$ cat config.mk
export PLATFORM = sky130hd
export DESIGN_NAME = z80_clk_reset_gen
export DESIGN_NICKNAME = d
export VERILOG_FILES = /design/src/rtl/z80_clk_reset_gen.sv
export SDC_FILE = /design/constraint.sdc
export NUM_CORES = 1
export LEC_CHECK = 0
export BUFFER_PORTS_ARGS = -buffer_cell sky130_fd_sc_hd__buf_4
export CAP_MARGIN = 30
export CORE_ASPECT_RATIO = 1.4
export CORE_UTILIZATION = 25
export DETAILED_ROUTE_END_ITERATION = 8
export GPL_ROUTABILITY_DRIVEN = 0
export SYNTH_ARGS = -nofsm -noshare
export SYNTH_HDL_FRONTEND = slang
export SYNTH_SLANG_ARGS = --single-unit
$ cat constraint.sdc
create_clock -name eclk -period 6.95 [get_ports eclk]
set_clock_uncertainty 0.15 [all_clocks]
set_input_delay 0.695 -clock eclk [delete_from_list [all_inputs] [get_ports eclk]]
set_output_delay 0.695 -clock eclk [all_outputs]
set_load 0.01 [all_outputs]
$ cat src/rtl/z80_clk_reset_gen.sv
// Z80 timing front end: debounces the reset button, divides eclk into the Z80 pad
// clock with one-cycle edge strobes, and sequences the Z80 _reset pulse.
module z80_clk_reset_gen #(
    parameter int HALFCYCLE = 100,
    parameter int DEBOUNCE  = 65536,
    parameter int RST_DELAY = 1000,
    parameter int RST_LEN   = 1000
) (
    input  logic       eclk,
    input  logic       reset_b,
    input  logic       btn_raw,
    output logic       ereset,
    output logic       z80_clk,
    output logic       z80_reset_b,
    output logic       clk_rise,
    output logic       clk_fall,
    output logic [1:0] seq_state
);

    typedef enum logic [1:0] {
        S_HOLD   = 2'd0,
        S_DELAY  = 2'd1,
        S_ASSERT = 2'd2,
        S_RUN    = 2'd3
    } seq_t;

    localparam logic [31:0] DEB_LAST   = 32'(DEBOUNCE - 1);
    localparam logic [31:0] HALF_LAST  = 32'(HALFCYCLE - 1);
    localparam logic [31:0] DELAY_LAST = 32'(RST_DELAY - 1);
    localparam logic [31:0] LEN_LAST   = 32'(RST_LEN - 1);

    generate
        if (HALFCYCLE < 2) begin : g_bad_half
            $error("HALFCYCLE must be >= 2");
        end
        if (DEBOUNCE < 1 || RST_DELAY < 1 || RST_LEN < 1) begin : g_bad_count
            $error("DEBOUNCE, RST_DELAY and RST_LEN must be >= 1");
        end
    endgenerate

    logic [1:0]  sync_q,   sync_d;
    logic        ereset_q, ereset_d;
    logic [31:0] dcnt_q,   dcnt_d;
    seq_t        state_q,  state_d;
    logic [31:0] scnt_q,   scnt_d;
    logic [31:0] div_q,    div_d;
    logic        zclk_q,   zclk_d;
    logic        zrst_q,   zrst_d;
    logic        rise_q,   rise_d;
    logic        fall_q,   fall_d;
    logic        btn_s;

    assign btn_s = sync_q[1];

    always_ff @(posedge eclk) begin
        if (!reset_b) begin
            sync_q   <= 2'b00;
            ereset_q <= 1'b0;
            dcnt_q   <= 32'd0;
            state_q  <= S_DELAY;
            scnt_q   <= 32'd0;
            div_q    <= 32'd0;
            zclk_q   <= 1'b0;
            zrst_q   <= 1'b1;
            rise_q   <= 1'b0;
            fall_q   <= 1'b0;
        end else begin
            sync_q   <= sync_d;
            ereset_q <= ereset_d;
            dcnt_q   <= dcnt_d;
            state_q  <= state_d;
            scnt_q   <= scnt_d;
            div_q    <= div_d;
            zclk_q   <= zclk_d;
            zrst_q   <= zrst_d;
            rise_q   <= rise_d;
            fall_q   <= fall_d;
        end
    end

    always_comb begin
        sync_d   = {sync_q[0], btn_raw};
        ereset_d = ereset_q;
        dcnt_d   = 32'd0;
        state_d  = state_q;
        scnt_d   = scnt_q;
        div_d    = 32'd0;
        zclk_d   = 1'b0;
        rise_d   = 1'b0;
        fall_d   = 1'b0;

        // The run counter restarts whenever the synchronised level agrees with ereset.
        if (btn_s != ereset_q) begin
            if (dcnt_q == DEB_LAST) begin
                ereset_d = btn_s;
            end else begin
                dcnt_d = dcnt_q + 32'd1;
            end
        end

        case (state_q)
            S_HOLD: begin
                state_d = S_DELAY;
                scnt_d  = 32'd0;
            end
            S_DELAY: begin
                if (scnt_q == DELAY_LAST) begin
                    state_d = S_ASSERT;
                    scnt_d  = 32'd0;
                end else begin
                    scnt_d = scnt_q + 32'd1;
                end
            end
            S_ASSERT: begin
                if (scnt_q == LEN_LAST) begin
                    state_d = S_RUN;
                    scnt_d  = 32'd0;
                end else begin
                    scnt_d = scnt_q + 32'd1;
                end
            end
            default: begin
                state_d = S_RUN;
            end
        endcase

        if (ereset_q) begin
            state_d = S_HOLD;
            scnt_d  = 32'd0;
        end

        // Output flop carries the level for the state being entered, so it never glitches.
        zrst_d = (state_d == S_DELAY) || (state_d == S_RUN);

        // Divider is frozen at zero while in HOLD and on the edge that enters it,
        // so leaving HOLD behaves exactly like leaving reset.
        if (state_q != S_HOLD && state_d != S_HOLD) begin
            zclk_d = zclk_q;
            if (div_q == HALF_LAST) begin
                zclk_d = ~zclk_q;
                rise_d = ~zclk_q;
                fall_d = zclk_q;
            end else begin
                div_d = div_q + 32'd1;
            end
        end
    end

    assign ereset      = ereset_q;
    assign z80_clk     = zclk_q;
    assign z80_reset_b = zrst_q;
    assign clk_rise    = rise_q;
    assign clk_fall    = fall_q;
    assign seq_state   = state_q;

endmodule

# Yosys cells after proc, flatten, opt, wreduce, memory -nomap -nowiden

Cells that the tools add are included.

Add/subtract/negate cells: 3
$mul: 0
Divide/modulo/power cells: 0
Magnitude comparators: 0
Equal/unequal tests: 8
Shifts and indexed selects: 0
Mux-type cells: 6
Bitwise operators: 4
Reductions and logical operators: 13

Operators by type and width:

| kind                                                                     | count |
|---|---|
| 32-bit by 1-bit adder with 32-bit output (second input constant)         | 3 |
| 32-bit one-hot mux with 2 select lines                                   | 1 |
| 32-bit by 10-bit equality test with 1-bit output (second input constant) | 1 |
| 32-bit by 16-bit equality test with 1-bit output (second input constant) | 1 |
| 32-bit by 7-bit equality test with 1-bit output (second input constant)  | 1 |
| 32-bit 2-to-1 mux                                                        | 1 |
| 2-bit 2-to-1 mux                                                         | 3 |
| 2-bit one-hot mux with 3 select lines                                    | 1 |
| 2-bit nonzero test                                                       | 3 |
| 3-bit OR reduction                                                       | 2 |
| 2-bit by 1-bit equality test with 1-bit output (second input constant)   | 2 |
| 2-bit equality test (second input constant)                              | 2 |
| 1-bit inverter                                                           | 4 |
| 2-bit AND reduction                                                      | 2 |
| 2-bit OR reduction                                                       | 2 |
| 3-bit AND reduction                                                      | 1 |
| 2-bit zero test                                                          | 1 |
| 1-bit logical AND                                                        | 1 |
| 1-bit logical OR                                                         | 1 |
| 1-bit != test                                                            | 1 |

Register bits after elaboration: 105
Latch bits: 0
Memory bits (writable): 0
ROM bits: 0
Input port bits: 3
Word-level logic and storage cells: 44
Memories: 0

# Depth between registers and ports, before layout

Gate-level depths: netlist (run 1).

Word-level depth: 8
Mapped depth: 9
Gate-level depth less buffers: 7

# Worst setup path after synthesis (run 1)

Ideal clock, no wire load.

Path kind: reg-to-reg
Start: register state_q[0] (netlist: seq_state[0])
End: register scnt_q[28]
Setup time: 0.117 ns
Arrival: 1.961 ns
Data required time: 6.683 ns
Path slack: 4.722 ns
Stages on the path, launching flop included: 9
Path buffers: 2
Period minus slack after synthesis: 2.228 ns
Cells stage by stage: dfxtp_1 > ha_1 > buf_4 > nand4b_4 > or4_1 > buf_2 > nor4_4 > xnor2_1 > nor2_1

Longest elaborated chain between the ends: 3

RTL lines:

| what                                                                                         | RTL line | source |
|---|---|---|
| start: declaration                                                                           | 44       | `seq_t state_q, state_d;` |
| start signal: assignment                                                                     | 71       | `state_q <= state_d;` |
| 2-bit equality test / 2-bit by 1-bit equality test with 1-bit output (equally long branches) | 101      | `case (state_q)` |
| 2-bit OR reduction (no line)                                                                 | -        |  |
| 32-bit one-hot mux with 2 select lines / 2-bit nonzero test (equally long branches)          | -        |  |
| end signal: assignment                                                                       | 72       | `scnt_q <= scnt_d;` |
| end: declaration                                                                             | 45       | `logic [31:0] scnt_q, scnt_d;` |

Several ways; a longest one is shown, not always the timed one.
A chain may end at the register's enable or synchronous reset.

# Worst setup path in the final report (run 1)

Start: register state_q[0] (netlist: seq_state[0])
End: register scnt_q[23]

The elaborated chain is that of the path after synthesis.

==> results of run 1 <==
final cells by class:
type	instances	area (sq um)
clock buffers	10	239
clock inverters	6	75.1
inverters	12	45.0
well taps	248	310
multi-input cells	420	2630
fillers	2088	13700
flip-flops and latches	105	2100
repair buffers	14	145
per-stage QoR:
stage	instance area (sq um)	util [%]	instances
2_1_floorplan	4910	-	555
3_3_place_gp	5180	26.9	797
3_5_place_dp	5230	27.2	799
4_1_cts	5550	28.9	815
5_1_grt	5550	28.9	815
6_report	5550	28.9	815
flip-flops by register name, summed over array words and instances, names as in the netlist:
| name | count |
|---|---|
| sync_q | 2 |
| ereset | 1 |
| z80_clk | 1 |
| div_q | 32 |
| scnt_q | 32 |
| clk_fall | 1 |
| seq_state | 2 |
| z80_reset_b | 1 |
| clk_rise | 1 |
| dcnt_q | 32 |
worst max path at each step:
stage                            end  depth (start not counted)    startpoint
final                     scnt_q[23]                          6  seq_state[0]
after global routing       div_q[24]                          6      div_q[0]
after CTS                 scnt_q[23]                          6  seq_state[1]
after detailed placement  scnt_q[30]                          6  seq_state[1]
after global placement     dcnt_q[6]                          5     dcnt_q[7]
after floorplan           scnt_q[28]                          8  seq_state[0]
cell families after synthesis:
| kind of cell | count (synthesis) | synth area share, % |
|---|---|---|
| flops | 105 | 42.8 |
| mux | 2 | 0.408 |
| compound gates | 17 | 1.94 |
| simple gates | 305 | 33.5 |
| buf+inv | 30 | 3.67 |
| xor+xnor | 89 | 15.9 |
| fa+ha+maj | 7 | 1.78 |
worst max-delay path, cell delays in order, from the launching register on:
cell and delay (ns):
sky130_fd_sc_hd__dfxtp_1 0.37, sky130_fd_sc_hd__ha_1 0.35, sky130_fd_sc_hd__nand4b_4 0.24, sky130_fd_sc_hd__or4_1 0.74
sky130_fd_sc_hd__nor3_1 0.29, sky130_fd_sc_hd__xnor2_1 0.15, sky130_fd_sc_hd__nor2_1 0.05
layer usage:
metal / part of all wire [%] / track usage, % / vias up
li1: - / - / 1927
met2: 51 / 18.2 / 42
met5: 0 / 0 / -
met4: 2.9 / 5.48 / 0
met3: 1.8 / 1.86 / 17
met1: 44 / 10.5 / 1768
cells in the final DEF (no fill, tap or decap), types with 3 or more instances in the layout:
| master | count |
|---|---|
| sky130_fd_sc_hd__and3_1 | 10 |
| sky130_fd_sc_hd__or4_1 | 4 |
| sky130_fd_sc_hd__inv_1 | 12 |
| sky130_fd_sc_hd__and2_1 | 6 |
| sky130_fd_sc_hd__dfxtp_1 | 105 |
| sky130_fd_sc_hd__nand2_1 | 30 |
| sky130_fd_sc_hd__nand3b_1 | 3 |
| sky130_fd_sc_hd__buf_4 | 12 |
| sky130_fd_sc_hd__nor4_1 | 20 |
| sky130_fd_sc_hd__or3_1 | 7 |
| sky130_fd_sc_hd__nor2_1 | 111 |
| sky130_fd_sc_hd__nand4_1 | 33 |
| sky130_fd_sc_hd__clkbuf_16 | 9 |
| sky130_fd_sc_hd__o21ai_0 | 8 |
| sky130_fd_sc_hd__xnor2_1 | 40 |
| sky130_fd_sc_hd__nor4_2 | 3 |
| sky130_fd_sc_hd__nor3_1 | 20 |
| sky130_fd_sc_hd__a21oi_1 | 6 |
| sky130_fd_sc_hd__ha_1 | 7 |
| sky130_fd_sc_hd__xor2_1 | 49 |
| sky130_fd_sc_hd__and4_1 | 12 |
| sky130_fd_sc_hd__nand3_1 | 31 |
report_power, final:
group          internal (mW)  switching [mW]
Clock                  0.294           0.232
Sequential             0.610          0.0112
Combinational         0.0233          0.0308
==> results, run 1 <==
- For the worst flop-to-flop path, the logic depth is 6.
- The number of rows in the core area is 60.
- The tree is rooted in a sky130_fd_sc_hd__clkbuf_16.
- For the pin with the worst max-slew slack, the measured transition is 0.929 ns.
- 10 I/O pins were placed.
- The fraction of the yosys area taken by sequential cells is 42.8%.
- The initial utilization of the core area, before any placement, comes to 25.6%.
- Setup slack on the worst reg-to-reg path comes out at 4.50 ns.
- The flow ran to the end, and the final reports show no timing, DRC or antenna violations.
- The post-route clock period utilization is 35.3%.
- The async set-or-reset flop fraction in the synthesized netlist is 0%.
- The setup slack after layout is 4.50 ns.
- After synthesis the cells add up to 4910 sq um.
- The number of buffers on the longest clock path is 2.
- The number of nets produced by synthesis is 565.
- Measured along the y axis, the die boundary spans 168 um.
- The peak supply drop is 0.111 mV.
- The number of antenna violations at the first check in global routing is 0.
- For this run, the top clock speed supported by timing is 0.408 GHz.
- The antenna diode count is 0.
- After clock tree synthesis, the flow added hold-fix buffers numbering 0.
- The critical path data arrival time is 2.55 ns.
- The type of the setup path with the least slack is register to register.
- The number of gates resized after CTS was 0.
- For hold timing, the worst endpoint is sync_q[1].
- The global-route wire length before repair is 16,400 um.
- The max-cap check violation count is 0.
- The startpoint identified for the worst register-to-register timing path is seq_state[0].
- After synthesis, the mean cell area works out to 8.85 sq um.
- The number of buffers created by CTS is 9.
- In the final timing run, aggregate negative setup slack is 0 ns.
- In this run the biggest area consumer among cell types represents 42.8% of the synthesized area.
- The endpoint identified for the worst register-to-register timing path is scnt_q[23].
- The largest net degree at the start of global routing is 35.
- The detail-routed via count per cell is 4.61.
- The completed layout was analyzed and its total power is 1.20 mW.
- The most used flip-flop cell after synthesis is sky130_fd_sc_hd__dfxtp_1.
- Along the worst path, the maximum fanout reaches 9.
- The clock reaches the later pin of the worst-skew pair after 0.35 ns.
- The H-tree level count is 3.
- The final count of pins violating max slew came to 0.
- By area the synthesized netlist is led by sky130_fd_sc_hd__dfxtp_1 43%, sky130_fd_sc_hd__xor2_1 8.7%, sky130_fd_sc_hd__nor2_1 8.5%.
- The layout-stage area growth over the synthesis result is 12.9%.
- Clock-pin slew was measured on the worst setup and hold paths at 0.07 ns.
- Setup violations remaining at the end of the flow were counted as 0.
- The number of remaining DRC errors is 0.
- The kind of end point of the critical path is a register.
- The register bit total from synthesis is 105.
- The number of search-and-repair iterations in the first detailed-routing pass is 4.
- The HPWL after detailed placement is 6460 um.
- For this design, the sink count on the clock tree is 105.
- The number of warning messages in the yosys log is 0.
- Input and output buffers added on the ports amount to 9.
- The die span in x is 120 um.
- The worst slack after detailed placement is 4.48 ns.
- Along the worst hold path, the cell count comes to 1.
- The synthesized instance count is 555.
- The number of nets in the finished design is 572.
- The number of flops mapped to enable cells by yosys is 0.
- The distinct cell type count after synthesis is 38.
- STA puts the critical path data required time at 7.05 ns.
- The die covers 20,200 sq um.
- The total via count after detailed routing is 3,754.
- The count of final hold-check violations was 0.
- Dividing the detail-routed wire length by the instance count gives 11.4 um.
- The time the worst path needs with I/O delays and setup is 2.45 ns.
- The worst pin sits at a relative slew slack of 37.5%.
- The overall track demand over capacity in global routing is 9.90%.
- The startpoint of the most critical hold path is sync_q[0].
- The number of global-route vias before repair is 3,676.
- TritonCTS built the clock tree.
- The placeable core area is 19,200 sq um.
- Setup repair after global routing left no endpoint under its margin.
- In the final layout, the share of cells above drive strength 1 is 7.76%.
- For this run the aggregate overflow at the end of global routing stands at 0.
- The top cell type by total area after synthesis is sky130_fd_sc_hd__dfxtp_1.
- Power spread over the standard cell area amounts to 217 nW/um^2.
- After clock tree synthesis, the setup repair step added 0 buffers.
- For this design the static power due to leakage is 1.87 nW.
- The worst hold path class is register to register.
- The library cell with the highest instance count after synthesis is sky130_fd_sc_hd__nor2_1.
- The worst hold margin is 0.286 ns.
- After the first detailed-routing iteration, the DRC count stood at 126.
- In this run the remaining antenna-violating nets after routing total 0.
- After synthesis, the most frequently instantiated cells are 111 x sky130_fd_sc_hd__nor2_1, 105 x sky130_fd_sc_hd__dfxtp_1, 49 x sky130_fd_sc_hd__xor2_1.
- STA classifies the critical path startpoint as a register.
- After detailed routing, the total wire length is 9260 um.
No activity file was read; power rests on OpenSTA's default activity.
==> inputs of run 2 (changes only) <==
- clock period: 6.95 -> 2.3 ns (I/O delays scaled with it)
==> run 2 against run 1 <==
Cell count is 2.5% higher; critical path depth is 1 higher; sequential power grew to 3.0 times the previous value; non-clock buffer count is 22 higher; routed wire length is 0.37% higher; highest routed layer unchanged.
==> results, run 2 (synthesis results as in run 1) <==
- Result of the run: completed (unchanged).
- The number of buffers on the longest clock path came to 2 (unchanged).
- The total via count after detailed routing is 3,775 (was 3,754).
- The number of design-rule violations left by the first detailed-router iteration is 79 (was 126).
- The setup TNS is 0 ns (unchanged).
- The number of placed I/O pins is 10 (unchanged).
- The detail-routed via count per cell is 4.52 (was 4.61).
- The total power after layout is 3.49 mW (was 1.20 mW).
- The global-route wire length before repair is 16,600 um (was 16,400 um).
- The initial core utilization is 25.6% (unchanged).
- The number of rows in the core area is 60 (unchanged).
- The leakage power summed over all cells is 1.96 nW (was 1.87 nW).
- The die span in x is 120 um (unchanged).
- The total overflow reported by the global router came to 0 (unchanged).
- The largest net degree at the start of global routing is 35 (unchanged).
- The number of buffers created by CTS is 9 (unchanged).
- The number of global-route vias before repair is 3,711 (was 3,676).
- The time the worst path needs with I/O delays and setup is 2.14 ns (was 2.45 ns).
- RSZ-0062 raised after global routing: false (unchanged).
- The die footprint is 20,200 sq um (unchanged).
- The most common library cell in the layout ignoring fill and taps is sky130_fd_sc_hd__nor2_1 (unchanged).
- The clock tree from TritonCTS is done (unchanged).
- The number of nets in the finished design was 594 (was 572).
- The worst hold path class is register to register (unchanged).
- The worst slew slack as a fraction of its limit is 64.6% (was 37.5%).
- The fraction of layout cells with a size suffix above 1 is 10.9% (was 7.76%).
- The overall track demand over capacity in global routing is 9.99% (was 9.90%).
- Largest registers in the final layout: dcnt_q: 32 flops, div_q: 32 flops, scnt_q: 32 flops (unchanged).
- The storage element area is 2100 sq um (unchanged).
- The antenna diode count came to 0 (unchanged).
- The final routed wire length divided by cell count is 11.1 um (was 11.4 um).
- The type of the setup path with the least slack is register to register (unchanged).
- The worst hold margin is 0.285 ns (was 0.286 ns).
- The worst-skew pair later-pin latency is 0.35 ns (about the same).
- The root cell of the clock tree is sky130_fd_sc_hd__clkbuf_16 (unchanged).
- The number of remaining DRC errors came to 0 (unchanged).
- Highest-count cells in the layout ignoring fill and taps: 111 x sky130_fd_sc_hd__nor2_1, 105 x sky130_fd_sc_hd__dfxtp_1, 49 x sky130_fd_sc_hd__xor2_1 (unchanged).
- The critical path launch point type is a register (unchanged).
- The count of final hold-check violations was 0 (unchanged).
- The count of buffers from port buffering was 9 (unchanged).
- The max-cap check violation count was 0 (unchanged).
- The setup fix buffers added after clock tree synthesis is 0 (unchanged).
- The peak supply drop was 0.314 mV (was 0.111 mV).
- The final count of pins violating max slew is 0 (unchanged).
- The worst-path maximum fanout came to 34 (was 9).
- The post-route clock period utilization is 93.0% (was 35.3%).
- The chip height came to 168 um (unchanged).
- The H-tree level count is 3 (unchanged).
- The kind of end point of the critical path is a register (unchanged).
- The data required time of the worst path is 2.42 ns (was 7.05 ns).
- The remaining antenna violation count after routing is 0 (unchanged).
- The layout-stage area growth over the synthesis result is 15.8% (was 12.9%).
- The clock slew at the register clock pins of the worst setup and hold paths is 0.07 ns (about the same).
- The placeable core area is 19,200 sq um (unchanged).
- The wire length after detailed routing is 9300 um (was 9260 um).
- The number of antenna violations at the first check in global routing was 0 (unchanged).
- The area occupied by multi-input gates came to 2650 sq um (was 2630 sq um).
- The actual slew at the worst max-slew pin is 0.530 ns (was 0.929 ns).
- The power density relative to cell area is 614 nW/um^2 (was 217 nW/um^2).
- The number of search-and-repair iterations in the first detailed-routing pass came to 4 (unchanged).
- The critical path data arrival time came to 2.26 ns (was 2.55 ns).
- The count of filler cells inserted in the layout is 2,111 (was 2,088).
- The detailed placer's ending HPWL is 6490 um (was 6460 um).
- The total setup violations reported at the end of the flow is 0 (unchanged).
- The number of clock sinks is 105 (unchanged).
- The top achievable clock speed is 0.467 GHz (was 0.408 GHz).
==> run 2: cell types whose count changed in the layout (fill, tap and decap cells not counted), sizes merged <==
cell         change
inv              -1
buf             +19
bufinv           -1
clkinvlp         +1
clkinv           -1
dlygate4sd3      +3
==> run 2: worst paths after layout <==
kind,start,endpoint,slack (ns),depth (start not counted)
setup / recovery,scnt_q[17],div_q[6],0.16,7
hold / removal,sync_q[0],sync_q[1],0.28,1
setup reg to reg,scnt_q[17],div_q[6],0.16,7
hold reg to reg,sync_q[0],sync_q[1],0.28,1
==> run 2: final cells by class <==
type / instances / share of cell area (%)
timing repair buffer: 36 / 5.54
multi-input combinational: 420 / 46.5
tap: 248 / 5.46
inverter: 12 / 0.792
clock buffer: 10 / 4.20
sequential: 105 / 37.0
clock inverter: 4 / 0.506
==> run 2: routing by layer <==
metal | part of all wire, % | global-route usage [%] | vias to the layer above | wire, um
li1 | - | - | 1973 | -
met1 | 46 | 11.3 | 1768 | 4290
met2 | 50 | 18.0 | 22 | 4680
met3 | 1.6 | 1.83 | 12 | 146
met4 | 1.9 | 4.56 | 0 | 174
met5 | 0 | 0 | - | 0
==> run 2: worst max-delay path, cell delays in order, from the launching register on <==
cell and delay (ns):
sky130_fd_sc_hd__dfxtp_1 0.36, sky130_fd_sc_hd__nor4_1 0.30, sky130_fd_sc_hd__buf_4 0.17, sky130_fd_sc_hd__and4_1 0.22, sky130_fd_sc_hd__a21oi_1 0.09, sky130_fd_sc_hd__or3_1 0.42
sky130_fd_sc_hd__buf_12 0.19, sky130_fd_sc_hd__nor3_1 0.17
==> run 2: power breakdown <==
group	internal, mW	switching (mW)
Combinational	0.0952	0.112
Sequential	1.84	0.0220
Clock	0.754	0.664
==> run 2: what timing repair did <==
action                                  4_1_cts  5_1_grt
gates resized for setup                       0        4
hold buffers                                  3        0
endpoints found under the setup margin        0       16
hold endpoints to repair                      4        0
==> run 2: through the flow <==
stage	setup WS [ns]	instance area (sq um)	utilization [%]	cells
2_1_floorplan	0.0720	4910	-	555
3_3_place_gp	0.113	5370	27.9	818
3_5_place_dp	0.0849	5370	27.9	818
4_1_cts	0.0772	5670	29.5	835
5_1_grt	0.0126	5690	29.6	835
6_report	0.160	5690	29.6	835
